<file path="config.mk">
export PLATFORM = sky130hd
export DESIGN_NAME = ptmch_trg_sched
export DESIGN_NICKNAME = d
export VERILOG_FILES = /design/src/rtl/ptmch_pkg.sv /design/src/rtl/ptmch_trg_chan.sv /design/src/rtl/ptmch_trg_sched.sv
export SDC_FILE = /design/constraint.sdc
export NUM_CORES = 1
export LEC_CHECK = 0
export BUFFER_PORTS_ARGS = -buffer_cell sky130_fd_sc_hd__buf_2
export CORE_ASPECT_RATIO = 1.2
export CORE_UTILIZATION = 35
export DETAILED_ROUTE_END_ITERATION = 6
export HOLD_SLACK_MARGIN = 0.12
export PLACE_DENSITY = 0.52
export SYNTH_ARGS = -nofsm -noshare
export SYNTH_HDL_FRONTEND = slang
export SYNTH_SLANG_ARGS = --single-unit
</file>
<file path="constraint.sdc">
create_clock -name CLK160M -period 5.15 [get_ports CLK160M]
set_input_delay 0.7725 -clock CLK160M [delete_from_list [all_inputs] [get_ports CLK160M]]
set_output_delay 0.7725 -clock CLK160M [all_outputs]
set_load 0.1 [all_outputs]
</file>
<file path="src/rtl/ptmch_pkg.sv">
// ptmch trigger scheduler shared definitions.
// Register map, CTRL bit positions and FSM state type.
package ptmch_pkg;

  localparam int CNT_W_DEF = 24;

  localparam logic [3:0] A_CTRL   = 4'd0;
  localparam logic [3:0] A_PERIOD = 4'd1;
  localparam logic [3:0] A_COUNT  = 4'd2;
  localparam logic [3:0] A_CH_EN  = 4'd3;
  localparam logic [3:0] A_DLY0   = 4'd4;

  localparam int CTRL_START = 0;
  localparam int CTRL_STOP  = 1;

  typedef enum logic {IDLE, RUN} sched_state_t;

endpackage

</file>
<file path="src/rtl/ptmch_trg_chan.sv">
// One trigger channel: window compare on the period
// counter and the registered TRG_PLS output flop.
module ptmch_trg_chan #(
  parameter int CNT_W = 24
) (
  input  logic             clk,
  input  logic             rst_n,
  input  logic [CNT_W-1:0] pcnt,
  input  logic             run,
  input  logic             en,
  input  logic [CNT_W-1:0] dly,
  input  logic [CNT_W-1:0] wid,
  output logic             pls
);

  logic [CNT_W:0] lim;
  logic           hit;

  assign lim = {1'b0, dly} + {1'b0, wid};
  assign hit = en && (wid != '0) && (dly <= pcnt)
            && ({1'b0, pcnt} < lim);

  // pulse follows the compare one cycle later, forced low outside RUN
  always_ff @(posedge clk or negedge rst_n) begin
    if (!rst_n) pls <= 1'b0;
    else        pls <= run & hit;
  end

endmodule

</file>
<file path="src/rtl/ptmch_trg_sched.sv">
// ptmch trigger-pulse scheduler: shadow/active config,
// period counter, burst counter and IDLE/RUN control.
module ptmch_trg_sched import ptmch_pkg::*; #(
  parameter int CNT_W = CNT_W_DEF,
  parameter int N_CH  = 2
) (
  input  logic            CLK160M,
  input  logic            RESET_N,
  input  logic            REG_WE,
  input  logic [3:0]      REG_ADDR,
  input  logic [31:0]     REG_WDATA,
  input  logic            EXT_TRG,
  output logic [N_CH-1:0] TRG_PLS,
  output logic            BUSY,
  output logic            DONE
);

  sched_state_t state, state_n;

  logic [CNT_W-1:0] sh_per, sh_cnt, sh_per_n, sh_cnt_n;
  logic [N_CH-1:0]  sh_en, sh_en_n;
  logic [CNT_W-1:0] sh_dly [N_CH];
  logic [CNT_W-1:0] sh_wid [N_CH];
  logic [CNT_W-1:0] sh_dly_n [N_CH];
  logic [CNT_W-1:0] sh_wid_n [N_CH];

  logic [CNT_W-1:0] ac_per, ac_cnt;
  logic [N_CH-1:0]  ac_en;
  logic [CNT_W-1:0] ac_dly [N_CH];
  logic [CNT_W-1:0] ac_wid [N_CH];

  logic [CNT_W-1:0] pcnt, rem, per_eff;
  logic             ctrl_we, stop, start_sw;
  logic             accept, wrap, done_n, done_q;
  logic             wdata_unused;

  assign wdata_unused = ^REG_WDATA[31:CNT_W];

  assign ctrl_we  = REG_WE && (REG_ADDR == A_CTRL);
  assign stop     = ctrl_we && REG_WDATA[CTRL_STOP];
  assign start_sw = ctrl_we && REG_WDATA[CTRL_START];

  assign per_eff = (ac_per == '0) ? CNT_W'(1) : ac_per;
  assign wrap    = (state == RUN)
                && (pcnt == per_eff - CNT_W'(1));

  assign BUSY = (state == RUN);
  assign DONE = done_q;

  // shadow register file with this cycle's write folded in
  always_comb begin
    sh_per_n = sh_per;
    sh_cnt_n = sh_cnt;
    sh_en_n  = sh_en;
    sh_dly_n = sh_dly;
    sh_wid_n = sh_wid;
    if (REG_WE) begin
      case (REG_ADDR)
        A_PERIOD: sh_per_n = REG_WDATA[CNT_W-1:0];
        A_COUNT:  sh_cnt_n = REG_WDATA[CNT_W-1:0];
        A_CH_EN:  sh_en_n  = REG_WDATA[N_CH-1:0];
        default:  ;
      endcase
      for (int i = 0; i < N_CH; i++) begin
        if (REG_ADDR == A_DLY0 + 4'(2*i))
          sh_dly_n[i] = REG_WDATA[CNT_W-1:0];
        if (REG_ADDR == A_DLY0 + 4'(2*i+1))
          sh_wid_n[i] = REG_WDATA[CNT_W-1:0];
      end
    end
  end

  // shadow registers
  always_ff @(posedge CLK160M or negedge RESET_N) begin
    if (!RESET_N) begin
      sh_per <= CNT_W'(1);
      sh_cnt <= CNT_W'(1);
      sh_en  <= '0;
      for (int i = 0; i < N_CH; i++) begin
        sh_dly[i] <= '0;
        sh_wid[i] <= '0;
      end
    end else begin
      sh_per <= sh_per_n;
      sh_cnt <= sh_cnt_n;
      sh_en  <= sh_en_n;
      sh_dly <= sh_dly_n;
      sh_wid <= sh_wid_n;
    end
  end

  // state register
  always_ff @(posedge CLK160M or negedge RESET_N) begin
    if (!RESET_N) begin
      state  <= IDLE;
      done_q <= 1'b0;
    end else begin
      state  <= state_n;
      done_q <= done_n;
    end
  end

  // start/stop/burst-end decisions; STOP beats any start
  always_comb begin
    state_n = state;
    accept  = 1'b0;
    done_n  = 1'b0;
    unique case (state)
      IDLE: begin
        if (!stop && (start_sw || EXT_TRG)) begin
          state_n = RUN;
          accept  = 1'b1;
        end
      end
      RUN: begin
        if (stop) begin
          state_n = IDLE;
        end else if (wrap && (ac_cnt != '0)
                     && (rem == CNT_W'(1))) begin
          state_n = IDLE;
          done_n  = 1'b1;
        end
      end
    endcase
  end

  // period counter, burst counter and active-set reload
  always_ff @(posedge CLK160M or negedge RESET_N) begin
    if (!RESET_N) begin
      pcnt   <= '0;
      rem    <= '0;
      ac_per <= CNT_W'(1);
      ac_cnt <= CNT_W'(1);
      ac_en  <= '0;
      for (int i = 0; i < N_CH; i++) begin
        ac_dly[i] <= '0;
        ac_wid[i] <= '0;
      end
    end else if (accept || wrap) begin
      pcnt   <= '0;
      ac_per <= sh_per_n;
      ac_cnt <= sh_cnt_n;
      ac_en  <= sh_en_n;
      ac_dly <= sh_dly_n;
      ac_wid <= sh_wid_n;
      if (accept)
        rem <= sh_cnt_n;
      else if (ac_cnt != '0)
        rem <= rem - CNT_W'(1);
    end else if (state == RUN) begin
      pcnt <= pcnt + CNT_W'(1);
    end
  end

  for (genvar g = 0; g < N_CH; g++) begin : g_chan
    ptmch_trg_chan #(.CNT_W(CNT_W)) u_chan (
      .clk   (CLK160M),
      .rst_n (RESET_N),
      .pcnt  (pcnt),
      .run   (BUSY),
      .en    (ac_en[g]),
      .dly   (ac_dly[g]),
      .wid   (ac_wid[g]),
      .pls   (TRG_PLS[g])
    );
  end

endmodule

</file>
# Yosys cells after proc, flatten, opt, wreduce, memory -nomap -nowiden

Index checks and enable logic that the tools add are counted.

Register bits after elaboration: 344
Output and inout bits: 4
Word-level logic and storage cells: 90

Add/sub/neg operators: 5
$lt $le $gt $ge: 4
Equality and inequality tests: 9
Multiplexer cells: 25
Bitwise logic cells: 3
Reductions and logical operators: 24

Operators by type and width:

| kind                    | count |
|---|---|
| $mux W24                | 13 |
| $mux W48                | 2 |
| $reduce_bool A24 Y1     | 3 |
| $add A24 B24 Y25        | 2 |
| $lt A24 B25 Y1          | 2 |
| $le A24 B24 Y1          | 2 |
| $sub A24 B1 Y24 const B | 2 |
| $add A24 B1 Y24 const B | 1 |
| $eq A24 B1 Y1 const B   | 1 |
| $eq A24 B24 Y1          | 1 |
| $logic_not A24 Y1       | 1 |
| $eq A4 B3 Y1 const B    | 4 |
| $logic_and A1 B1 Y1     | 13 |
| $eq A4 B2 Y1 const B    | 2 |
| $mux W1                 | 7 |
| $eq A4 B1 Y1 const B    | 1 |
| $logic_not A4 Y1        | 1 |
| $mux W2                 | 2 |
| $reduce_bool A2 Y1      | 2 |
| $and A1 B1 Y1           | 2 |
| $logic_or A1 B1 Y1      | 2 |
| $pmux W1 S2             | 1 |
| $reduce_and A2 Y1       | 1 |
| $logic_not A1 Y1        | 1 |
| $not A1 Y1              | 1 |

# Logic depth before layout (Yosys ltp)

Depth in word-level cells: 10
Mapped depth: 20
Depth with buffers taken out: 18

# Cells and area by module

A second synthesis with hierarchy kept.

Cell total of the unflattened synthesis: 1693
Area total of the unflattened synthesis: 19442.4 µm²

By module, submodules not included:

| module                             | instances | cells each | area each (µm²) |
|---|---|---|---|
| ptmch_trg_sched                    | 1         | 1100       | 14745.4 |
| ptmch_trg_chan at g_chan[1].u_chan | 1         | 295        | 2408.6 |
| ptmch_trg_chan at g_chan[0].u_chan | 1         | 298        | 2288.4 |

# Least setup slack after synthesis

Ideal clock, no wire load.

Path kind: flip-flop to flip-flop
From: register ac_per[15]
To: register ac_dly[36] (netlist name)
Arrival: 4.609 ns
Required time: 5.023 ns
Setup slack: 0.414 ns
Stages on the path, launching flop included: 20
Buffers on the path: 6
Clock period less this slack: 4.736 ns
Cells stage by stage: dfrtp_1 > buf_2 > or4_4 > buf_6 > or3_1 > buf_2 > nor2_1 > a21oi_1 > ha_1 > xor2_1 > and3_1 > o2111ai_1 > a2111oi_0 > nand4_1 > or4_1 > buf_2 > o21ai_4 > buf_8 > buf_8 > mux2_1

Cells in the longest elaborated chain, start to end: 6

RTL lines:

| item                    | RTL line               | text |
|---|---|---|
| start, declared         | ptmch_trg_sched.sv:27  | `logic [CNT_W-1:0] ac_per, ac_cnt;` |
| start signal, assigned  | ptmch_trg_sched.sv:141 | `ac_per <= sh_per_n;` |
| $logic_not A24 Y1       | ptmch_trg_sched.sv:43  | `assign per_eff = (ac_per == '0) ? CNT_W'(1) : ac_per;` |
| $mux W24 (*)            | ptmch_trg_sched.sv:43  |  |
| $sub A24 B1 Y24 (*)     | ptmch_trg_sched.sv:45  | `&& (pcnt == per_eff - CNT_W'(1));` |
| $eq A24 B24 Y1 (*)      | ptmch_trg_sched.sv:45  |  |
| $logic_and A1 B1 Y1 (*) | ptmch_trg_sched.sv:45  |  |
| $logic_or A1 B1 Y1 (*)  | ptmch_trg_sched.sv:139 | `end else if (accept \|\| wrap) begin` |
| end signal, assigned    | ptmch_trg_sched.sv:144 | `ac_dly <= sh_dly_n;` |
| end, declared           | ptmch_trg_sched.sv:29  | `logic [CNT_W-1:0] ac_dly [N_CH];` |

Mark *: on every way between the ends. The rest lies on a longest branch, timed or not.
A chain may end at the register's enable or synchronous reset.

# Worst setup path after layout

From: register ac_per[15]
To: register ac_dly[40] (netlist name)

Same word-level chain as after synthesis.

==> run_results.csv <==
group,metric,value,unit
timing,layout_min_cycle_time,4940,ps
clock_network,tritoncts,"built",
worst_setup_path,worst_setup_path_start_kind,"flop",
final_layout,finalNonFillerCells,2543,
worst_setup_path,crit_path_end_kind,"flop",
timing,slew_headroom,18.3,%
floorplan,core_area,55900,sq um
clock_network,clock_latency,560,ps
global_route,grt_pass1_vias,14300,
global_route,overflow,0,
floorplan,die_h,262,microns
power_and_ir_drop,power,0.0135,W
worst_setup_path,reg2reg_from,"ac_per[15]",
job,drv_cap,0,
timing,finalCritPeriodShare,95.9,%
final_layout,area_growth,12.6,%
clock_network,clockRootBuffer,"clkbuf_16",
clock_network,cts.sinks,344,
worst_setup_path,cp_slowest_cell,"or4_1",
floorplan,die-area,57500,sq um
worst_setup_path,required,5580,ps
worst_setup_path,r2r_cells,14,
drt,drt-total-wl,54900,microns
clock_network,clock_path_buffers,3,
worst_setup_path,cp_num_buf_inv,2,
worst_setup_path,crit_chain,"or4_4 -> or3_1 -> nor2_1 -> a21oi_1 -> ha_1 -> or3_1 -> a31oi_1 -> nor4b_1 -> nand4_1 -> or4_1 -> o21ai_4 -> buf_12 -> buf_12 -> mux2_2",
placement,hpwl,40300,microns
timing,setup_viol,0,
final_layout,drive_above_1_share,25.8,%
clock_network,path_clk_slew,60,ps
power_and_ir_drop,total_leakage_power,9.74,nW
status,status,"finished, final reports clean",
synth,syn_area,19800,sq um
worst_setup_path,r2r-end,"ac_dly[40]",
power_and_ir_drop,p_per_area,605,nW/um^2
clock_network,ctsHoldBuffers,0,
drt,wire_per_inst,21.6,microns
floorplan,start_util,35.4,%
drt,drtPass1Iterations,7,
synth,netlist_instances,1726,
placement,placed_cells,2476,
drt,first_iter_violations,602,
timing,rsz0062_at_grt,"false",
timing,tightest_slew,1210,ps
worst_setup_path,cp_num_cells,14,
timing,fmax,0.202,GHz
final_layout,final_core_util,39.9,%
worst_setup_path,cp_top_family,"simple AND/OR/NAND/NOR gates",
drt,ant_nets,0,
final_layout,finalNetCount,1978,
synth,yosysUniqueCellTypes,74,
synth,synth_edf_count,0,
placement,port_buffers,35,
drt,num_vias,13800,
placement,gp_congestion,0.905,
drt,drc,0,
synth,synthFlopType,"dfrtp_1",
drt,met1_length,24200,microns
global_route,grt_max_degree,99,
clock_network,ctsHtreeMaxLevel,2,
global_route,grt_pass1_wl,86000,microns
timing,fin_skew,22.9,ps
synth,yosysWarnings,0,
drt,via_per_inst,5.42,
clock_network,cts_buffers,39,
worst_setup_path,max_stage_delay,610,ps
power_and_ir_drop,vdd_drop_max,0.000261,V
worst_setup_path,crit_fanout,24,
timing,fin_setup_tns,0,ps
worst_setup_path,path_class,"flop to flop",
synth,async_flop_share,100,%
drt,route.met3.wl,1600,microns
drt,highest_layer,"met4",
synth,ys_seq_elements,344,
floorplan,die_w,219,microns
floorplan,design.portCount,44,
global_route,grt_use_total,19.7,%
global_route,grt_antenna_before_repair,4,
timing,finalMaxSlewViolations,0,
timing,hold_viol_final,0,
timing,hold_slack,240,ps
worst_setup_path,cp_data_arrival_time,5360,ps
worst_hold_path,hold_path.class,"primary input to asynchronous set/reset pin",
worst_setup_path,r2r_slack,210,ps
synth,ys_seq_area_share,43.5,%
synth,synth_nets,1914,
drt,met2RoutedLength,26900,microns
synth,synth.avg_cell_area,11.5,sq um
floorplan,fp-row-count,95,
==> per-stage QoR <==
step                setup slack, ps  area [sq um]
floorplan                       414         19800
global placement                152         21000
detailed placement             69.2         21000
CTS                            8.08         22300
global route                   10.2         22300
finish                          210         22300
==> area by class of cell <==
type | instances | area [sq um]
antenna | 1 | 2.50
clock inverter | 11 | 130
sequential | 344 | 8610
timing repair buffer | 92 | 717
tap | 727 | 910
fill | 5372 | 33600
clock buffer | 55 | 1150
multi-input combinational | 1263 | 10600
inverter | 50 | 188
==> kinds of logic after synthesis <==
kind of cell               after synthesis  share of synthesized area, %
and+or+nand+nor                        445                          12.2
DFF                                    344                          43.5
muxes                                  297                          18.2
AOI/OAI and AO/OA                      288                          9.65
adders and majority gates              148                          9.44
buffers and inverters                  119                          3.21
xor gates and xnor gates                85                          3.76
==> sequential cells by signal (all words and copies together), names as in the netlist, 24 cells and up <==
register / count
sh_cnt: 24
ac_dly: 48
ac_per: 24
sh_wid: 48
rem: 24
sh_dly: 48
sh_per: 24
ac_cnt: 24
pcnt: 24
ac_wid: 48
==> synth_stat cells (all sizes together), types with 6 or more instances <==
cell	instances	area share [%]
a21oi	75	1.9
o21ai	52	1.4
nor3b	7	0.27
nand2	55	1.0
or4	23	0.89
nor3	42	1.1
a211oi	16	0.61
or2	6	0.19
nand4	30	0.95
buf	26	1.4
a31oi	10	0.32
ha	146	9.2
and3	27	0.85
nor2	82	1.6
nor4	29	0.92
mux2	293	18
a21o	29	1.1
nand2b	11	0.35
clkbuf	43	0.82
o21bai	10	0.38
dfrtp	340	43
or3	24	0.76
inv	49	0.93
xnor2	55	2.4
o211ai	33	1.3
and4	7	0.31
xor2	30	1.3
nand3	64	1.6
o21a	12	0.46
nand3b	7	0.27
nor2b	16	0.51
o31ai	7	0.27
==> layout by cell type (no fill, tap or decap), types with 9 or more instances in the layout <==
cell,instances
nand2b_1,11
ha_1,146
nor2_1,81
a211oi_1,15
a21oi_1,75
mux2_4,70
inv_1,49
and3_1,27
o21a_1,12
o21bai_1,10
or4_1,22
nand3_1,64
xor2_1,30
nor4_1,28
a21o_1,29
or3_1,24
buf_2,34
nor2b_1,16
xnor2_1,55
o21ai_0,50
a31oi_1,9
buf_4,48
mux2_2,219
nand2_1,55
dfrtp_1,340
clkbuf_16,41
nor3_1,41
o211ai_1,33
nand4_1,30
==> worst max path at each step <==
stage                          start              endpoint  slack [ps]
after floorplan           ac_per[15]            ac_dly[36]         410
after global placement    ac_dly[24]  g_chan[0].u_chan.pls         150
after detailed placement  ac_dly[24]  g_chan[0].u_chan.pls          70
after CTS                 ac_dly[24]  g_chan[0].u_chan.pls           8
after global routing      ac_dly[24]  g_chan[0].u_chan.pls          10
final                     ac_per[15]            ac_dly[40]         210
==> where the power goes <==
| group | switching (W) | leakage, nW | internal [W] | total, W |
|---|---|---|---|---|
| clock network | 0.00111 | 0.638 | 0.00169 | 0.00281 |
| registers | 0.000746 | 4.21 | 0.00356 | 0.00431 |
| logic | 0.00337 | 4.90 | 0.00300 | 0.00637 |
| total | 0.00523 | 9.74 | 0.00826 | 0.0135 |
==> per-layer routing <==
| metal | vias to the layer above | track usage (%) |
|---|---|---|
| met3 | 85 | 2.42 |
| met1 | 6922 | 25.4 |
| li1 | 6539 | - |
| met2 | 225 | 33.2 |
| met5 | - | 0 |
| met4 | 0 | 7.86 |
==> timing repair <==
item                       in CTS  in global routing
buffers inserted                0                  0
setup endpoints to repair       0                134
gates resized for setup         0                  6
(Power assumes the default switching activity.)
